**src/rtl/pipe_hazard_unit.sv**
```systemverilog
// rtl/pipe_hazard_unit.sv - hazard detection, operand forwarding and flush control for a 5-stage pipeline
module pipe_hazard_unit #(
  parameter int REG_ADDR_W     = 5,
  parameter int BRANCH_PENALTY = 2,
  parameter int CNT_W          = 16
) (
  input  logic                  clk,
  input  logic                  reset,
  input  logic                  id_valid,
  input  logic [REG_ADDR_W-1:0] id_rs1,
  input  logic [REG_ADDR_W-1:0] id_rs2,
  input  logic                  id_uses_rs1,
  input  logic                  id_uses_rs2,
  input  logic [REG_ADDR_W-1:0] id_rd,
  input  logic                  id_reg_write,
  input  logic                  id_mem_read,
  input  logic                  ex_branch_taken,
  output logic                  stall_if_id,
  output logic                  bubble_id_ex,
  output logic                  flush_if_id,
  output logic [1:0]            fwd_a_sel,
  output logic [1:0]            fwd_b_sel,
  output logic [CNT_W-1:0]      stall_count,
  output logic [CNT_W-1:0]      flush_count
);

  localparam logic [1:0]       FLUSH_RELOAD = 2'(BRANCH_PENALTY - 1);
  localparam logic [CNT_W-1:0] CNT_MAX      = '1;

  // Shadow destination info for the EX, MEM and WB slots
  logic                  ex_valid, mem_valid, wb_valid;
  logic [REG_ADDR_W-1:0] ex_rd, mem_rd, wb_rd;
  logic                  ex_reg_write, mem_reg_write, wb_reg_write;
  logic                  ex_mem_read, mem_mem_read, wb_mem_read;
  logic [REG_ADDR_W-1:0] ex_rs1, ex_rs2;
  logic                  ex_uses_rs1, ex_uses_rs2;

  // Remaining flush cycles after the branch cycle itself
  logic [1:0] flush_cnt;

  logic branch;
  logic flush_active;
  logic load_use;
  logic ex_bubble;

  // Nearest older producer wins; x0 never forwards
  function automatic logic [1:0] fwd_select(
    input logic                  uses,
    input logic [REG_ADDR_W-1:0] rs,
    input logic                  m_valid,
    input logic                  m_wr,
    input logic [REG_ADDR_W-1:0] m_rd,
    input logic                  w_valid,
    input logic                  w_wr,
    input logic [REG_ADDR_W-1:0] w_rd
  );
    logic [1:0] sel;
    sel = 2'b00;
    if (uses && m_valid && m_wr && (m_rd != '0) && (m_rd == rs)) begin
      sel = 2'b01;
    end else if (uses && w_valid && w_wr && (w_rd != '0) && (w_rd == rs)) begin
      sel = 2'b10;
    end
    return sel;
  endfunction

  // Hazard decisions; branch and ID inputs are ignored while reset is held
  always_comb begin
    branch       = ex_branch_taken & ~reset;
    flush_active = branch | ((flush_cnt != 2'd0) & ~reset);
    load_use     = ~reset & id_valid & ex_valid & ex_mem_read & ex_reg_write &
                   (ex_rd != '0) &
                   ((id_uses_rs1 & (id_rs1 == ex_rd)) | (id_uses_rs2 & (id_rs2 == ex_rd)));
    flush_if_id  = flush_active;
    stall_if_id  = load_use & ~flush_active;
    bubble_id_ex = flush_active | load_use;
    ex_bubble    = bubble_id_ex | ~id_valid;
  end

  // Forward selects come from registered slot state only
  always_comb begin
    fwd_a_sel = fwd_select(ex_valid & ex_uses_rs1, ex_rs1, mem_valid, mem_reg_write, mem_rd,
                           wb_valid, wb_reg_write, wb_rd);
    fwd_b_sel = fwd_select(ex_valid & ex_uses_rs2, ex_rs2, mem_valid, mem_reg_write, mem_rd,
                           wb_valid, wb_reg_write, wb_rd);
  end

  // Advance the shadow slots every cycle, inserting a bubble into EX when needed
  always_ff @(posedge clk) begin
    if (reset) begin
      ex_valid      <= 1'b0;
      ex_rd         <= '0;
      ex_reg_write  <= 1'b0;
      ex_mem_read   <= 1'b0;
      ex_rs1        <= '0;
      ex_rs2        <= '0;
      ex_uses_rs1   <= 1'b0;
      ex_uses_rs2   <= 1'b0;
      mem_valid     <= 1'b0;
      mem_rd        <= '0;
      mem_reg_write <= 1'b0;
      mem_mem_read  <= 1'b0;
      wb_valid      <= 1'b0;
      wb_rd         <= '0;
      wb_reg_write  <= 1'b0;
      wb_mem_read   <= 1'b0;
    end else begin
      wb_valid      <= mem_valid;
      wb_rd         <= mem_rd;
      wb_reg_write  <= mem_reg_write;
      wb_mem_read   <= mem_mem_read;
      mem_valid     <= ex_valid;
      mem_rd        <= ex_rd;
      mem_reg_write <= ex_reg_write;
      mem_mem_read  <= ex_mem_read;
      if (ex_bubble) begin
        ex_valid     <= 1'b0;
        ex_rd        <= '0;
        ex_reg_write <= 1'b0;
        ex_mem_read  <= 1'b0;
        ex_rs1       <= '0;
        ex_rs2       <= '0;
        ex_uses_rs1  <= 1'b0;
        ex_uses_rs2  <= 1'b0;
      end else begin
        ex_valid     <= 1'b1;
        ex_rd        <= id_rd;
        ex_reg_write <= id_reg_write;
        ex_mem_read  <= id_mem_read;
        ex_rs1       <= id_rs1;
        ex_rs2       <= id_rs2;
        ex_uses_rs1  <= id_uses_rs1;
        ex_uses_rs2  <= id_uses_rs2;
      end
    end
  end

  // Flush window counter; a new taken branch restarts the window
  always_ff @(posedge clk) begin
    if (reset) begin
      flush_cnt <= 2'd0;
    end else if (branch) begin
      flush_cnt <= FLUSH_RELOAD;
    end else if (flush_cnt != 2'd0) begin
      flush_cnt <= flush_cnt - 2'd1;
    end
  end

  // Saturating performance counters
  always_ff @(posedge clk) begin
    if (reset) begin
      stall_count <= '0;
      flush_count <= '0;
    end else begin
      if (stall_if_id && (stall_count != CNT_MAX)) begin
        stall_count <= stall_count + 1'b1;
      end
      if (branch && (flush_count != CNT_MAX)) begin
        flush_count <= flush_count + 1'b1;
      end
    end
  end

endmodule

```
**config.mk**
```make
export PLATFORM = sky130hd
export DESIGN_NAME = pipe_hazard_unit
export DESIGN_NICKNAME = d
export VERILOG_FILES = /design/src/rtl/pipe_hazard_unit.sv
export SDC_FILE = /design/constraint.sdc
export NUM_CORES = 1
export LEC_CHECK = 0
export ABC_AREA = 1
export BUFFER_PORTS_ARGS = -buffer_cell sky130_fd_sc_hd__buf_2
export CAP_MARGIN = 20
export CORE_MARGIN = 2
export CORE_UTILIZATION = 45
export CTS_BUF_LIST = sky130_fd_sc_hd__clkbuf_2 sky130_fd_sc_hd__clkbuf_4 sky130_fd_sc_hd__clkbuf_8
export DETAILED_ROUTE_END_ITERATION = 16
export MAX_ROUTING_LAYER = met4
export PLACE_DENSITY = 0.68
export SKIP_LAST_GASP = 1
export SYNTH_ARGS = -nofsm -noshare
export SYNTH_HDL_FRONTEND = slang
export SYNTH_SLANG_ARGS = --single-unit
```
**constraint.sdc**
```tcl
create_clock -name clk -period 2.7 [get_ports clk]
set_input_delay 0.675 -clock clk [delete_from_list [all_inputs] [get_ports clk]]
set_output_delay 0.675 -clock clk [all_outputs]
set_load 0.01 [all_outputs]
```
==> metrics.txt <==
# TYPE chip_impl_metric gauge
chip_impl_info{name="outcome",value="finished clean"} 1
chip_impl_metric{name="crit_required",unit="ns"} 2.03
chip_impl_info{name="grt_setup_unrepaired",value="no"} 1
chip_impl_metric{name="wl_per_cell",unit="um"} 11.1
chip_impl_metric{name="synth_seq_cells",unit=""} 68
chip_impl_info{name="cpMaxStageDelayCell",value="sky130_fd_sc_hd__dfxtp_1"} 1
chip_impl_metric{name="initial_utilization",unit=""} 0.464
chip_impl_metric{name="max-cap-violations",unit=""} 0
chip_impl_metric{name="rows",unit=""} 31
chip_impl_metric{name="yosysSeqAreaShare",unit=""} 0.407
chip_impl_metric{name="irDropWorstVdd",unit="uV"} 220
chip_impl_metric{name="maxSlewViolCount",unit=""} 0
chip_impl_metric{name="share_of_post_route_cells_with_drive_strength_above_1",unit=""} 0.202
chip_impl_metric{name="drt-initial-drc-count",unit=""} 148
chip_impl_metric{name="clock-skew-final",unit="ns"} 0.00949
chip_impl_metric{name="ratio_of_total_power_to_cell_area",unit="nW/um^2"} 519
chip_impl_metric{name="syn_avg_cell_area",unit="um^2"} 6.91
chip_impl_metric{name="place_hpwl",unit="um"} 5550
chip_impl_metric{name="grt_pass1_vias",unit=""} 2765
chip_impl_metric{name="all_layer_global_routing_usage",unit=""} 0.187
chip_impl_metric{name="post_drt_via_cell_ratio",unit=""} 4.73
chip_impl_metric{name="grt_first_pass_wirelength",unit="um"} 12200
chip_impl_metric{name="drt-pass1-iter-count",unit=""} 4
chip_impl_metric{name="path_buf_inv",unit=""} 2
chip_impl_metric{name="cts_max_level",unit=""} 3
chip_impl_metric{name="grt_start_max_net_pins",unit=""} 27
chip_impl_metric{name="worst_setup_hold_path_clk_slew",unit="ns"} 0.07
chip_impl_metric{name="post_placement_cell_area",unit="um^2"} 3730
chip_impl_metric{name="place.gp.congestion",unit=""} 0.931
chip_impl_metric{name="yosys.area.top_type_share",unit=""} 0.407
chip_impl_metric{name="preCtsSetupSlack",unit="ns"} 0.342
chip_impl_metric{name="postSynthNetCount",unit=""} 510
chip_impl_metric{name="proportion_of_synthesized_flip_flops_having_asynchronous_set_or_reset",unit=""} 0
chip_impl_info{name="critPathMostFrequentCell",value="sky130_fd_sc_hd__nand2_1"} 1
chip_impl_metric{name="synthCells",unit=""} 484
chip_impl_metric{name="finalCoreUtilization",unit=""} 0.546
chip_impl_info{name="yosysMostFrequentCell",value="sky130_fd_sc_hd__nand2_1"} 1
chip_impl_metric{name="min_period_over_period",unit=""} 0.896
chip_impl_metric{name="pin_slew_with_the_least_headroom_to_its_limit",unit="ns"} 0.425
chip_impl_metric{name="final_net_count",unit=""} 575
chip_impl_metric{name="final_antenna_net_count",unit=""} 0
chip_impl_metric{name="fmax",unit="MHz"} 413
chip_impl_metric{name="die_area",unit="um^2"} 8140
chip_impl_metric{name="postCtsSetupBuffers",unit=""} 0
chip_impl_metric{name="die_w",unit="um"} 90.2
chip_impl_info{name="timing.critical_path.max_delay_family",value="simple AND/OR/NAND/NOR gates"} 1
chip_impl_metric{name="dr_total_vias",unit=""} 3089
chip_impl_metric{name="max-clock-path-buffers",unit=""} 2
chip_impl_info{name="synth_top_flop_cell",value="sky130_fd_sc_hd__dfxtp_1"} 1
chip_impl_metric{name="die-height",unit="um"} 90.2
chip_impl_metric{name="synth.cell_area",unit="um^2"} 3350
chip_impl_info{name="cts_tree",value="yes"} 1
chip_impl_info{name="cp_cell_sequence",value="inv_2 -> nand2_1 -> nand2_1 -> nor2_1 -> nand3_1 -> nand2_2 -> nand2_1 -> nor2_1 -> buf_2"} 1
chip_impl_metric{name="antenna_found_initial",unit=""} 0
chip_impl_metric{name="num_antenna_cells",unit=""} 0
chip_impl_info{name="hold_class",value="flop to flop"} 1
chip_impl_metric{name="distinct_cell_type_count_of_the_synthesized_netlist",unit=""} 36
chip_impl_metric{name="critical_path_peak_fanout",unit=""} 5
chip_impl_metric{name="post_cts_resized",unit=""} 0
chip_impl_metric{name="tns_setup",unit="ns"} 0
chip_impl_metric{name="critical_path_arrival",unit="ns"} 1.74
chip_impl_metric{name="finish.instance_area",unit="um^2"} 3940
chip_impl_metric{name="setup_viol",unit=""} 0
chip_impl_metric{name="finalWorstPathRequiredPeriod",unit="ns"} 2.42
chip_impl_info{name="timing.critical_path.from_type",value="flop"} 1
chip_impl_metric{name="slowest_delay",unit="ns"} 0.45
chip_impl_metric{name="synth-edff-count",unit=""} 0
chip_impl_metric{name="worstSkewPairLatency",unit="ns"} 0.34
chip_impl_info{name="synthDominantAreaCellType",value="sky130_fd_sc_hd__dfxtp_1"} 1
chip_impl_metric{name="synth-warning-count",unit=""} 0
chip_impl_info{name="synth_area_leaders",value="sky130_fd_sc_hd__dfxtp_1 (41%), sky130_fd_sc_hd__nand2_1 (12%), sky130_fd_sc_hd__nor2_1 (11%)"} 1
chip_impl_info{name="worst-setup-path-type",value="flop to primary output"} 1
chip_impl_metric{name="core",unit="um^2"} 7210
chip_impl_metric{name="maxSlewHeadroom",unit=""} 0.717
chip_impl_metric{name="routed_wl",unit="um"} 7270
chip_impl_metric{name="global_route.overflow_total",unit=""} 0
chip_impl_metric{name="tritoncts.num_buffers",unit=""} 9
chip_impl_info{name="worst_setup_path_end_kind",value="primary output"} 1
chip_impl_metric{name="final.setup.worst_slack",unit="ns"} 0.281
chip_impl_metric{name="numClockSinks",unit=""} 68
chip_impl_info{name="netlist_top_cells_count",value="sky130_fd_sc_hd__nand2_1 (111), sky130_fd_sc_hd__nor2_1 (94), sky130_fd_sc_hd__dfxtp_1 (68)"} 1
chip_impl_metric{name="ctsHoldBuffers",unit=""} 0
chip_impl_metric{name="top_level_port_count",unit=""} 62
chip_impl_metric{name="hold_slack",unit="ns"} 0.420
chip_impl_metric{name="port_buffers",unit=""} 61
chip_impl_metric{name="power_leakage",unit="nW"} 1.79
chip_impl_info{name="cts_root_buf",value="sky130_fd_sc_hd__clkbuf_8"} 1
chip_impl_metric{name="drc",unit=""} 0
chip_impl_metric{name="layout_area_overhead",unit="%"} 17.8
chip_impl_metric{name="final-hold-violation-count",unit=""} 0
kinds of logic (layout without fill, tap and decap cells):
family / after synthesis / count (layout) / share of synthesized area
AND/OR/NAND/NOR: 285 / 285 / 0.382
AO/OA/AOI/OAI: 33 / 33 / 0.0542
XOR/XNOR: 20 / 20 / 0.0524
flip-flops: 68 / 68 / 0.407
adder cells (fa/ha/maj): 3 / 3 / 0.0112
buffers and inverters: 75 / 145 / 0.0931
cell usage in the layout (no fill, tap or decap), types with 2 or more instances in the layout:
cell                         Yosys  layout
sky130_fd_sc_hd__xnor2_1         9       9
sky130_fd_sc_hd__o21ai_1         2       2
sky130_fd_sc_hd__nor3b_1         2       2
sky130_fd_sc_hd__a21oi_1        15      15
sky130_fd_sc_hd__buf_2           3      61
sky130_fd_sc_hd__nand3_2         3       3
sky130_fd_sc_hd__clkinvlp_4      0       2
sky130_fd_sc_hd__nand2_1       111     111
sky130_fd_sc_hd__or2_2           3       3
sky130_fd_sc_hd__nand3_1        21      21
sky130_fd_sc_hd__dfxtp_1        68      68
sky130_fd_sc_hd__inv_2           4       4
sky130_fd_sc_hd__nand2_2         3       3
sky130_fd_sc_hd__o21ai_0        11      11
sky130_fd_sc_hd__clkbuf_8        0      11
sky130_fd_sc_hd__nor3_1         11      11
sky130_fd_sc_hd__buf_4           1       3
sky130_fd_sc_hd__inv_1          60      60
sky130_fd_sc_hd__nor2_4          2       2
sky130_fd_sc_hd__nand4_1        15      15
sky130_fd_sc_hd__nor4_1          4       4
sky130_fd_sc_hd__nor2_1         94      94
sky130_fd_sc_hd__xor2_1         11      11
sky130_fd_sc_hd__nor2_2         12      12
sky130_fd_sc_hd__ha_1            3       3
layer usage:
| metal | up-vias | wire length, um | track usage |
|---|---|---|---|
| li1 | 1639 | - | - |
| met1 | 1379 | 3480 | 0.230 |
| met3 | 10 | 311 | 0.0377 |
| met5 | - | 0 | - |
| met4 | 0 | 92 | 0.0615 |
| met2 | 61 | 3390 | 0.310 |
through the flow:
stage,power (mW),cells
finish,2.05,653
global route,2.13,653
CTS,2.07,653
detailed placement,1.22,637
global placement,1.21,637
floorplan,1.17,484
worst min-delay path: cells and delay by family, from the launching register on:
kind	cells	cell delay (ns)
flops	1	0.31
buf+inv	1	0.04
simple gates	1	0.03
cell type report:
class | count | area [um^2]
clock buffers | 11 | 151
clock inverters | 5 | 58.8
fillers | 755 | 3270
inverters | 65 | 244
multi-input cells | 341 | 1670
flip-flops and latches | 68 | 1360
well taps | 99 | 124
repair buffers | 64 | 328
sequential cells by signal, summed over array words and instances, names as in the netlist:
register	flops
ex_rd	5
ex_rs2	5
ex_mem_read	1
ex_uses_rs1	1
wb_valid	1
mem_reg_write	1
ex_valid	1
flush_cnt	2
ex_rs1	5
mem_rd	5
flush_count	16
mem_valid	1
ex_uses_rs2	1
wb_rd	5
stall_count	16
wb_reg_write	1
ex_reg_write	1
where the power goes:
group	switching [mW]	leakage, nW	internal (mW)
combinational	0.0899	1.13	0.0577
sequential	0.0191	0.551	1.02
clock	0.376	0.102	0.478
total	0.485	1.79	1.56
final timing paths:
path	cells past startpoint	to	startpoint	slack (ns)
setup / recovery	9	stall_if_id	ex_rd[2]	0.28
hold / removal	2	wb_reg_write	mem_reg_write	0.42
setup reg to reg	9	flush_count[6]	flush_count[0]	0.63
hold reg to reg	2	wb_reg_write	mem_reg_write	0.42
(Power assumes the default switching activity.)
